<file path="config.mk">
export PLATFORM = sky130hd
export DESIGN_NAME = rr_arbiter
export DESIGN_NICKNAME = d
export VERILOG_FILES = /design/src/rtl/arbiter_pkg.sv /design/src/rtl/rr_pick.sv /design/src/rtl/rr_arbiter.sv
export SDC_FILE = /design/constraint.sdc
export NUM_CORES = 1
export LEC_CHECK = 0
export ABC_AREA = 1
export CORE_ASPECT_RATIO = 1.2
export CORE_UTILIZATION = 30
export DETAILED_ROUTE_END_ITERATION = 8
export GPL_ROUTABILITY_DRIVEN = 0
export MAX_ROUTING_LAYER = met4
export SYNTH_ARGS = -nofsm -noshare
export SYNTH_HDL_FRONTEND = slang
export SYNTH_SLANG_ARGS = --single-unit
</file>
<file path="constraint.sdc">
create_clock -name clock -period 3.11 [get_ports clock]
set_input_delay 0.4665 -clock clock [delete_from_list [all_inputs] [get_ports clock]]
set_output_delay 0.4665 -clock clock [all_outputs]
set_load 0.01 [all_outputs]
</file>
<file path="src/rtl/arbiter_pkg.sv">
// Shared types for the round-robin arbiter slice.
// Ports: none (package only).
// Provides the arbiter state encoding and a saturating-increment helper.
package arbiter_pkg;

  typedef enum logic [0:0] {
    ARB_IDLE  = 1'b0,
    ARB_GRANT = 1'b1
  } arb_state_t;

  // Saturating increment used by the hold counter; width-agnostic via 32-bit math.
  function automatic int unsigned sat_inc(input int unsigned val, input int unsigned max_val);
    if (val >= max_val) begin
      return max_val;
    end
    return val + 1;
  endfunction

endpackage

</file>
<file path="src/rtl/rr_pick.sv">
// Combinational rotating-priority encoder: finds the first set request after
// position i_last (wrapping modulo NUM_REQ), ignoring bits set in i_excl.
// Ports: i_req, i_last, i_excl in; o_found, o_onehot, o_idx out. Zero latency.
module rr_pick #(
  parameter int NUM_REQ = 4,
  parameter int IDW     = $clog2(NUM_REQ)
) (
  input  logic [NUM_REQ-1:0] i_req,
  input  logic [IDW-1:0]     i_last,
  input  logic [NUM_REQ-1:0] i_excl,
  output logic               o_found,
  output logic [NUM_REQ-1:0] o_onehot,
  output logic [IDW-1:0]     o_idx
);

  logic [NUM_REQ-1:0] w_req_eff;
  int                 w_pos;
  logic [IDW-1:0]     w_pos_idx;

  assign w_req_eff = i_req & ~i_excl;

  // Walk last+1 .. last+NUM_REQ; the last step revisits 'last' itself so the
  // most recent grantee is the lowest-priority candidate, not excluded.
  always_comb begin
    o_found   = 1'b0;
    o_onehot  = '0;
    o_idx     = '0;
    w_pos     = 0;
    w_pos_idx = '0;
    for (int k = 1; k <= NUM_REQ; k++) begin
      w_pos = int'(i_last) + k;
      if (w_pos >= NUM_REQ) begin
        w_pos = w_pos - NUM_REQ;
      end
      w_pos_idx = w_pos[IDW-1:0];
      if (!o_found && w_req_eff[w_pos_idx]) begin
        o_found             = 1'b1;
        o_idx               = w_pos_idx;
        o_onehot            = '0;
        o_onehot[w_pos_idx] = 1'b1;
      end
    end
  end

endmodule

</file>
<file path="src/rtl/rr_arbiter.sv">
// N-way round-robin grant arbiter with registered one-hot grant, zero-bubble
// hand-off between pending requesters and an optional hold limit.
// Ports: clock, reset (sync, active-high), req[NUM_REQ] in;
//        gnt[NUM_REQ], gnt_valid, gnt_id[IDW], preempt out (all registered).
// Optional feature macro: HOLD_LIMIT_EN (forced hand-off after MAX_HOLD cycles).
module rr_arbiter
  import arbiter_pkg::*;
#(
  parameter int NUM_REQ  = 4,
  parameter int MAX_HOLD = 16
) (
  input  logic                       clock,
  input  logic                       reset,
  input  logic [NUM_REQ-1:0]         req,
  output logic [NUM_REQ-1:0]         gnt,
  output logic                       gnt_valid,
  output logic [$clog2(NUM_REQ)-1:0] gnt_id,
  output logic                       preempt
);

  localparam int IDW = $clog2(NUM_REQ);
  localparam logic [IDW-1:0] LAST_RST = IDW'(NUM_REQ - 1);

  arb_state_t         r_state;
  logic [IDW-1:0]     r_last;
  logic [NUM_REQ-1:0] r_gnt;
  logic [IDW-1:0]     r_gnt_id;
  logic               r_gnt_valid;
  logic               r_preempt;

  logic               w_found;
  logic [NUM_REQ-1:0] w_pick_oh;
  logic [IDW-1:0]     w_pick_id;
  logic               w_req_g;

  // The current grantee is masked out of the search. When its req is low this
  // changes nothing; when a hold limit forces a hand-off it guarantees the
  // grant actually moves to someone else.
  rr_pick #(
    .NUM_REQ (NUM_REQ),
    .IDW     (IDW)
  ) u_pick (
    .i_req    (req),
    .i_last   (r_last),
    .i_excl   (r_gnt),
    .o_found  (w_found),
    .o_onehot (w_pick_oh),
    .o_idx    (w_pick_id)
  );

  assign w_req_g = |(req & r_gnt);

`ifdef HOLD_LIMIT_EN
  localparam int HCW = $clog2(MAX_HOLD + 1);
  localparam logic [HCW-1:0] HOLD_MAX  = HCW'(MAX_HOLD);
  localparam logic [HCW-1:0] HOLD_LAST = HCW'(MAX_HOLD - 1);

  logic [HCW-1:0] r_hold_cnt;
  logic           w_at_limit;
  logic [HCW-1:0] w_hold_inc;

  // r_hold_cnt holds the number of completed grant cycles before the current
  // one, so at the edge closing the MAX_HOLD-th cycle it equals MAX_HOLD-1.
  assign w_at_limit = (r_hold_cnt >= HOLD_LAST);
  assign w_hold_inc = HCW'(sat_inc(32'(r_hold_cnt), 32'(HOLD_MAX)));
`else
  // MAX_HOLD has no effect in this build.
  logic w_unused_hold;
  assign w_unused_hold = (MAX_HOLD != 0);
`endif

  always_ff @(posedge clock) begin
    if (reset) begin
      r_state     <= ARB_IDLE;
      r_last      <= LAST_RST;
      r_gnt       <= '0;
      r_gnt_id    <= '0;
      r_gnt_valid <= 1'b0;
      r_preempt   <= 1'b0;
`ifdef HOLD_LIMIT_EN
      r_hold_cnt  <= '0;
`endif
    end else begin
      r_preempt <= 1'b0;
      case (r_state)
        ARB_IDLE: begin
          if (w_found) begin
            r_state     <= ARB_GRANT;
            r_last      <= w_pick_id;
            r_gnt       <= w_pick_oh;
            r_gnt_id    <= w_pick_id;
            r_gnt_valid <= 1'b1;
`ifdef HOLD_LIMIT_EN
            r_hold_cnt  <= '0;
`endif
          end
        end

        ARB_GRANT: begin
          if (w_req_g) begin
`ifdef HOLD_LIMIT_EN
            if (w_at_limit && w_found) begin
              r_last      <= w_pick_id;
              r_gnt       <= w_pick_oh;
              r_gnt_id    <= w_pick_id;
              r_gnt_valid <= 1'b1;
              r_preempt   <= 1'b1;
              r_hold_cnt  <= '0;
            end else begin
              // Sole requester past the limit keeps the grant; count saturates.
              r_hold_cnt <= w_hold_inc;
            end
`endif
          end else if (w_found) begin
            // Zero-bubble hand-off to the next pending requester.
            r_last      <= w_pick_id;
            r_gnt       <= w_pick_oh;
            r_gnt_id    <= w_pick_id;
            r_gnt_valid <= 1'b1;
`ifdef HOLD_LIMIT_EN
            r_hold_cnt  <= '0;
`endif
          end else begin
            r_state     <= ARB_IDLE;
            r_gnt       <= '0;
            r_gnt_id    <= '0;
            r_gnt_valid <= 1'b0;
`ifdef HOLD_LIMIT_EN
            r_hold_cnt  <= '0;
`endif
          end
        end

        default: begin
          r_state     <= ARB_IDLE;
          r_gnt       <= '0;
          r_gnt_id    <= '0;
          r_gnt_valid <= 1'b0;
        end
      endcase
    end
  end

  assign gnt       = r_gnt;
  assign gnt_valid = r_gnt_valid;
  assign gnt_id    = r_gnt_id;
  assign preempt   = r_preempt;

endmodule

</file>
# ---- Word-level counts from Yosys, hierarchy flattened
# Index checks and enable logic that the tools add are counted.
dict set report classes {
  reduce_logical 12
  n_bitwise 4
  addsub 8
  n_div 0
  n_shift 0
  multipliers 0
  n_eq_ne 2
  magnitude_cmp 12
  muxes 49
}
# operator count
set op_table {}
lappend op_table {{$mux W4} 7}
lappend op_table {{$mux W2} 13}
lappend op_table {{$mux W1} 16}
lappend op_table {{$lt A2 B3 Y1 const B} 4}
lappend op_table {{$ge A3 B3 Y1 const B} 3}
lappend op_table {{$and A4 B4 Y4} 2}
lappend op_table {{$bmux W1 S2} 4}
lappend op_table {{$demux W1 S2} 4}
lappend op_table {{$ge A2 B1 Y1 const B} 4}
lappend op_table {{$pmux W2 S2} 2}
lappend op_table {{$pmux W4 S2} 1}
lappend op_table {{$sub A2 B1 Y2 const B} 4}
lappend op_table {{$logic_and A1 B1 Y1} 7}
lappend op_table {{$add A2 B2 Y3 const B} 2}
lappend op_table {{$add A2 B3 Y4 const B} 1}
lappend op_table {{$ge A4 B3 Y1 const B} 1}
lappend op_table {{$not A4 Y4} 1}
lappend op_table {{$pmux W1 S2} 2}
lappend op_table {{$reduce_or A4 Y1} 1}
lappend op_table {{$add A2 B1 Y3 const B} 1}
lappend op_table {{$logic_not A1 Y1} 3}
lappend op_table {{$ne A2 B1 Y1 const B} 1}
lappend op_table {{$ne A2 B2 Y1 const B} 1}
lappend op_table {{$reduce_and A2 Y1} 1}
lappend op_table {{$not A1 Y1} 1}
dict set report totals {
  regBits 10
  romBits 0
  memories 0
  input_bits 6
  out_inout_bits 8
  elab_cells 92
  latch_bits 0
  mem_bits_rw 0
}

# ---- Logic depth before layout (Yosys ltp)
dict set report logic_depth {
  ltp_word 18
  ltp_mapped 12
  depth_no_buf 12
}

# ---- Hierarchy
# A second synthesis with hierarchy kept.
dict set report unflattened {
  hier_cells 130
  area_unflattened_um2 940.9
}
# mod area_per_inst_um2 seq_area_each_um2 cells_per_inst n_inst
set modules_own_cells {}
lappend modules_own_cells {rr_pick 509.2 0.0 77 1}
lappend modules_own_cells {rr_arbiter 431.7 200.2 53 1}

# ---- Worst setup path before layout
# OpenSTA, ideal clock, no wires.
dict set report synth_timing {
  kind {register to register}
  from {reg r_last[0]}
  to {reg r_gnt[1] (netlist: gnt[1])}
  slack_ps 1207
  n_path_buf 0
  synth_period_minus_slack_ps 1903
  path_stages_with_launch 13
  t_required_ps 2997
  t_arrival_ps 1790
  setup_time_ps 113
  path_cell_list {dfxtp_1 inv_2 ha_1 inv_1 nand3_1 nand2_4 nand3_4 nor2_2 nand2_1 nand2_1 nand2_1 nor2_1 nor2_1}
}
dict set report synth_between {
  elab_chain_len 18
  word_cells_on_any_way 64
  classes_between {add/sub (8); order compare (12); eq/ne (1); mux (32); reduce/logical (11)}
}
# element line
set synth_lines {}
lappend synth_lines {{start, declared} rr_arbiter.sv:25} ;# logic [IDW-1:0] r_last;
lappend synth_lines {{start signal, assigned} rr_arbiter.sv:89} ;# r_last <= w_pick_id;
lappend synth_lines {{start signal, assigned} rr_arbiter.sv:116} ;# r_last <= w_pick_id;
lappend synth_lines {{$add A2 B1 Y3} rr_pick.sv:31} ;# w_pos = int'(i_last) + k;
lappend synth_lines {{$ge A3 B3 Y1 or $sub A2 B1 Y2 (tied branches)} {rr_pick.sv:32, rr_pick.sv:33}}
lappend synth_lines {{$mux W2} rr_pick.sv:32} ;# if (w_pos >= NUM_REQ) begin
lappend synth_lines {{$bmux W1 S2} rr_pick.sv:36} ;# if (!o_found && w_req_eff[w_pos_idx]) begin
lappend synth_lines {{$mux W1 (not written as such)} rr_pick.sv:36}
lappend synth_lines {{$mux W1} rr_pick.sv:36}
lappend synth_lines {{$logic_not A1 Y1} rr_pick.sv:36}
lappend synth_lines {{$logic_and A1 B1 Y1} rr_pick.sv:36}
lappend synth_lines {{(+2 left out)} --}
lappend synth_lines {{$logic_and A1 B1 Y1} rr_pick.sv:36}
lappend synth_lines {{$mux W1} rr_pick.sv:36}
lappend synth_lines {{$logic_not A1 Y1} rr_pick.sv:36}
lappend synth_lines {{$logic_and A1 B1 Y1} rr_pick.sv:36}
lappend synth_lines {{$mux W4 or $mux W1 (tied branches)} rr_pick.sv:36}
lappend synth_lines {{$mux W4} rr_arbiter.sv:114} ;# end else if (w_found) begin
lappend synth_lines {{$mux W4} rr_arbiter.sv:100} ;# if (w_req_g) begin
lappend synth_lines {{$pmux W4 S2} rr_arbiter.sv:85} ;# case (r_state)
lappend synth_lines {{end signal, assigned} rr_arbiter.sv:90} ;# r_gnt <= w_pick_oh;
lappend synth_lines {{end signal, assigned} rr_arbiter.sv:117} ;# r_gnt <= w_pick_oh;
lappend synth_lines {{end, declared} rr_arbiter.sv:26} ;# logic [NUM_REQ-1:0] r_gnt;
# Several ways; a longest one is shown, not always the timed one. The select of a mux whose other input is x is not followed.
# A chain may end at the register's enable or synchronous reset.

# ---- Final worst setup path
dict set report layout_timing {
  from {reg r_last[1]}
  to {reg r_gnt[1] (netlist: gnt[1])}
}
# Same word-level chain as after synthesis.

==> impl_metrics.csv <==
group,metric,value,unit
run_status,status,"completed",
cts,insertion_delay,0.27,ns
worst_setup_path,cp.arrival,2.40,ns
finish,post-route-util,37.9,%
synthesis,synth_edf_count,0,
sta,finalCritPeriodShare,72.1,%
detailed_routing,routedWlPerCell,11.6,microns
power_and_ir_drop,leakagePower,0.546,nW
placement,dpl.hpwl,1.79,mm
sta,fin_skew,0.000720,ns
synthesis,synthCells,139,
finish,area_growth,21.0,%
worst_setup_path,worstSetupEndpointType,"register",
sta,setup_viol,0,
worst_setup_path,criticalPathCategory,"reg -> reg",
cts,path_clk_slew,0.07,ns
cts,clockBufferDepth,2,
die,row_count,22,
detailed_routing,drtIter0Drc,24,
global_routing,grt_max_degree,12,
sta,fin_ws,0.869,ns
die,core-area,3060,sq um
sta,grt_setup_unrepaired,"no",
cts,numClockSinks,10,
global_routing,grt_pass1_wl,3.87,mm
power_and_ir_drop,ir_worst_vdd,0.000683,V
synthesis,ys_types,22,
cts,cts_root_buffer,"clkbuf_4",
finish,ff_latch_area,200,sq um
die,die_y,63.9,microns
sta,hold_ws,0.467,ns
detailed_routing,first_pass_iters,4,
worst_setup_path,critPathMaxFanout,8,
sta,timing.final.crit_period,2.24,ns
synthesis,synth_flop_cell,"dfxtp_1",
sta,maxSlewViolCount,0,
global_routing,grt_pass1_vias,868,
detailed_routing,routed_wl,2.22,mm
synthesis,syn-cell-area,957,sq um
cts,cts_max_level,1,
synthesis,ys_ff_latch,10,
finish,antennaDiodeCount,0,
die,die_x,53.6,microns
power_and_ir_drop,power_density,1210,nW/um^2
power_and_ir_drop,total_power,1.40,mW
finish,multi_input_area,681,sq um
synthesis,ys_async_sr_fraction,0,%
die,dieArea,3420,sq um
global_routing,gr-usage-all-layers,15.2,%
die,ios,14,
hold_path,hold_path_class,"reg -> reg",
finish,fillCellCount,305,
detailed_routing,vias_per_cell,4.89,
placement,io_buffers,12,
cts,cts_buffers,3,
cts,ctsHoldBuffers,0,
synthesis,synth_area_per_cell,6.89,sq um
cts,cts_tree,"built",
detailed_routing,vias,934,
die,start_util,31.3,%
sta,hold_viol_final,0,
job,drv_cap,0,
synthesis,synth_fp_nets,153,
worst_setup_path,start_kind,"register",
global_routing,antenna_found_initial,0,
placement,dp_worst_setup_slack,0.895,ns
cts,cts_setup_buffers,0,
finish,drive_above_1_share,19.4,%
synthesis,ys_warn_count,0,
worst_setup_path,cp.required,3.27,ns
cts,cts_resized,0,
sta,finalSetupTns,0,ns
detailed_routing,drc_errors,0,
finish,nNetsFinal,170,
global_routing,gr-total-overflow,0,
detailed_routing,antenna_left,0,
synthesis,seq_area_frac_synth,20.9,%
sta,fmax,446,MHz
[metal layers]
metal / wire [microns] / global-route usage (%) / vias to the layer above / part of all wire, %
li1: - / - / 485 / -
met1: 1020 / 19.9 / 418 / 46
met2: 1080 / 22.8 / 24 / 48
met3: 75 / 0.714 / 7 / 3.4
met4: 51 / 8.22 / 0 / 2.3
met5: 0 / - / - / 0
[cells in the mapped netlist, types with 2 or more instances]
cell type  count  share of area [%]
nand2_1       36                 14
nand3_1       26                 14
inv_1         14                5.5
dfxtp_1       10                 21
ha_1           8                 10
a21oi_1        6                3.1
nand2_2        6                3.9
nand2_4        6                7.1
nand3_2        4                4.2
nor2_1         4                1.6
inv_2          3                1.2
nand4_1        3                2.0
nand3_4        2                3.7
o211ai_1       2                1.6
o21ai_1        2                1.0
[stage by stage]
stage	area, sq um	instances
floorplan	957	139
global placement	1120	187
detailed placement	1120	187
CTS	1160	191
global route	1160	191
finish	1160	191
[logic make-up after synthesis]
logic type,Yosys count,synth area share (%)
other,1,0.392
AO/OA/AOI/OAI,11,6.27
flip-flops,10,20.9
AND/OR/NAND/NOR,90,54.0
buffers and inverters,19,7.97
adder cells (fa/ha/maj),8,10.5
[state kept, by name (all words and copies together) (netlist names)]
signal and count:
gnt_valid 1, gnt 4, gnt_id 2, r_state 1
r_last 2
[layout by cell type, fill, tap and decap left out, drive strengths merged]
| cell type | count |
|---|---|
| clkinv | 1 |
| o21ai | 3 |
| a21oi | 6 |
| buf | 1 |
| conb | 1 |
| nor2 | 7 |
| nand3 | 32 |
| clkbuf | 4 |
| nand2 | 48 |
| o211ai | 2 |
| inv | 17 |
| clkdlybuf4s50 | 12 |
| nand4 | 3 |
| ha | 8 |
| dfxtp | 10 |
[final timing paths]
path                                              from                endpoint  slack (ns)  cells after the start
worst min register to register  gnt_valid$_SDFFE_PP0P_  gnt_valid$_SDFFE_PP0P_        0.47                      2
worst max-delay path            r_last[1]$_SDFFE_PP1P_     gnt[1]$_SDFFE_PP0P_        0.87                     12
worst max register to register  r_last[1]$_SDFFE_PP1P_     gnt[1]$_SDFFE_PP0P_        0.87                     12
worst min-delay path            gnt_valid$_SDFFE_PP0P_  gnt_valid$_SDFFE_PP0P_        0.47                      2
[worst max-delay path: stages (launching register included)]
cell,delay (ns)
dfxtp_1,0.49
inv_1,0.23
ha_1,0.38
inv_1,0.12
nand3_1,0.12
nand2_4,0.14
nand3_4,0.10
nor2_2,0.15
nand2_1,0.06
nand2_1,0.07
nand2_1,0.06
nor2_1,0.14
nor2_1,0.06
[final cells by class]
type,count,share of cell area [%]
Clock buffer,4,3.13
Sequential cell,10,17.3
Multi-Input combinational cell,110,58.7
Tap cell,36,3.89
Inverter,18,5.94
Timing Repair Buffer,13,11.0
[where the power goes]
part	internal, mW	switching [mW]	total [mW]
clock	0.0711	0.0467	0.118
sequential	0.179	0.0417	0.221
combinational	0.367	0.697	1.06
total	0.618	0.786	1.40
(Power assumes the default switching activity.)
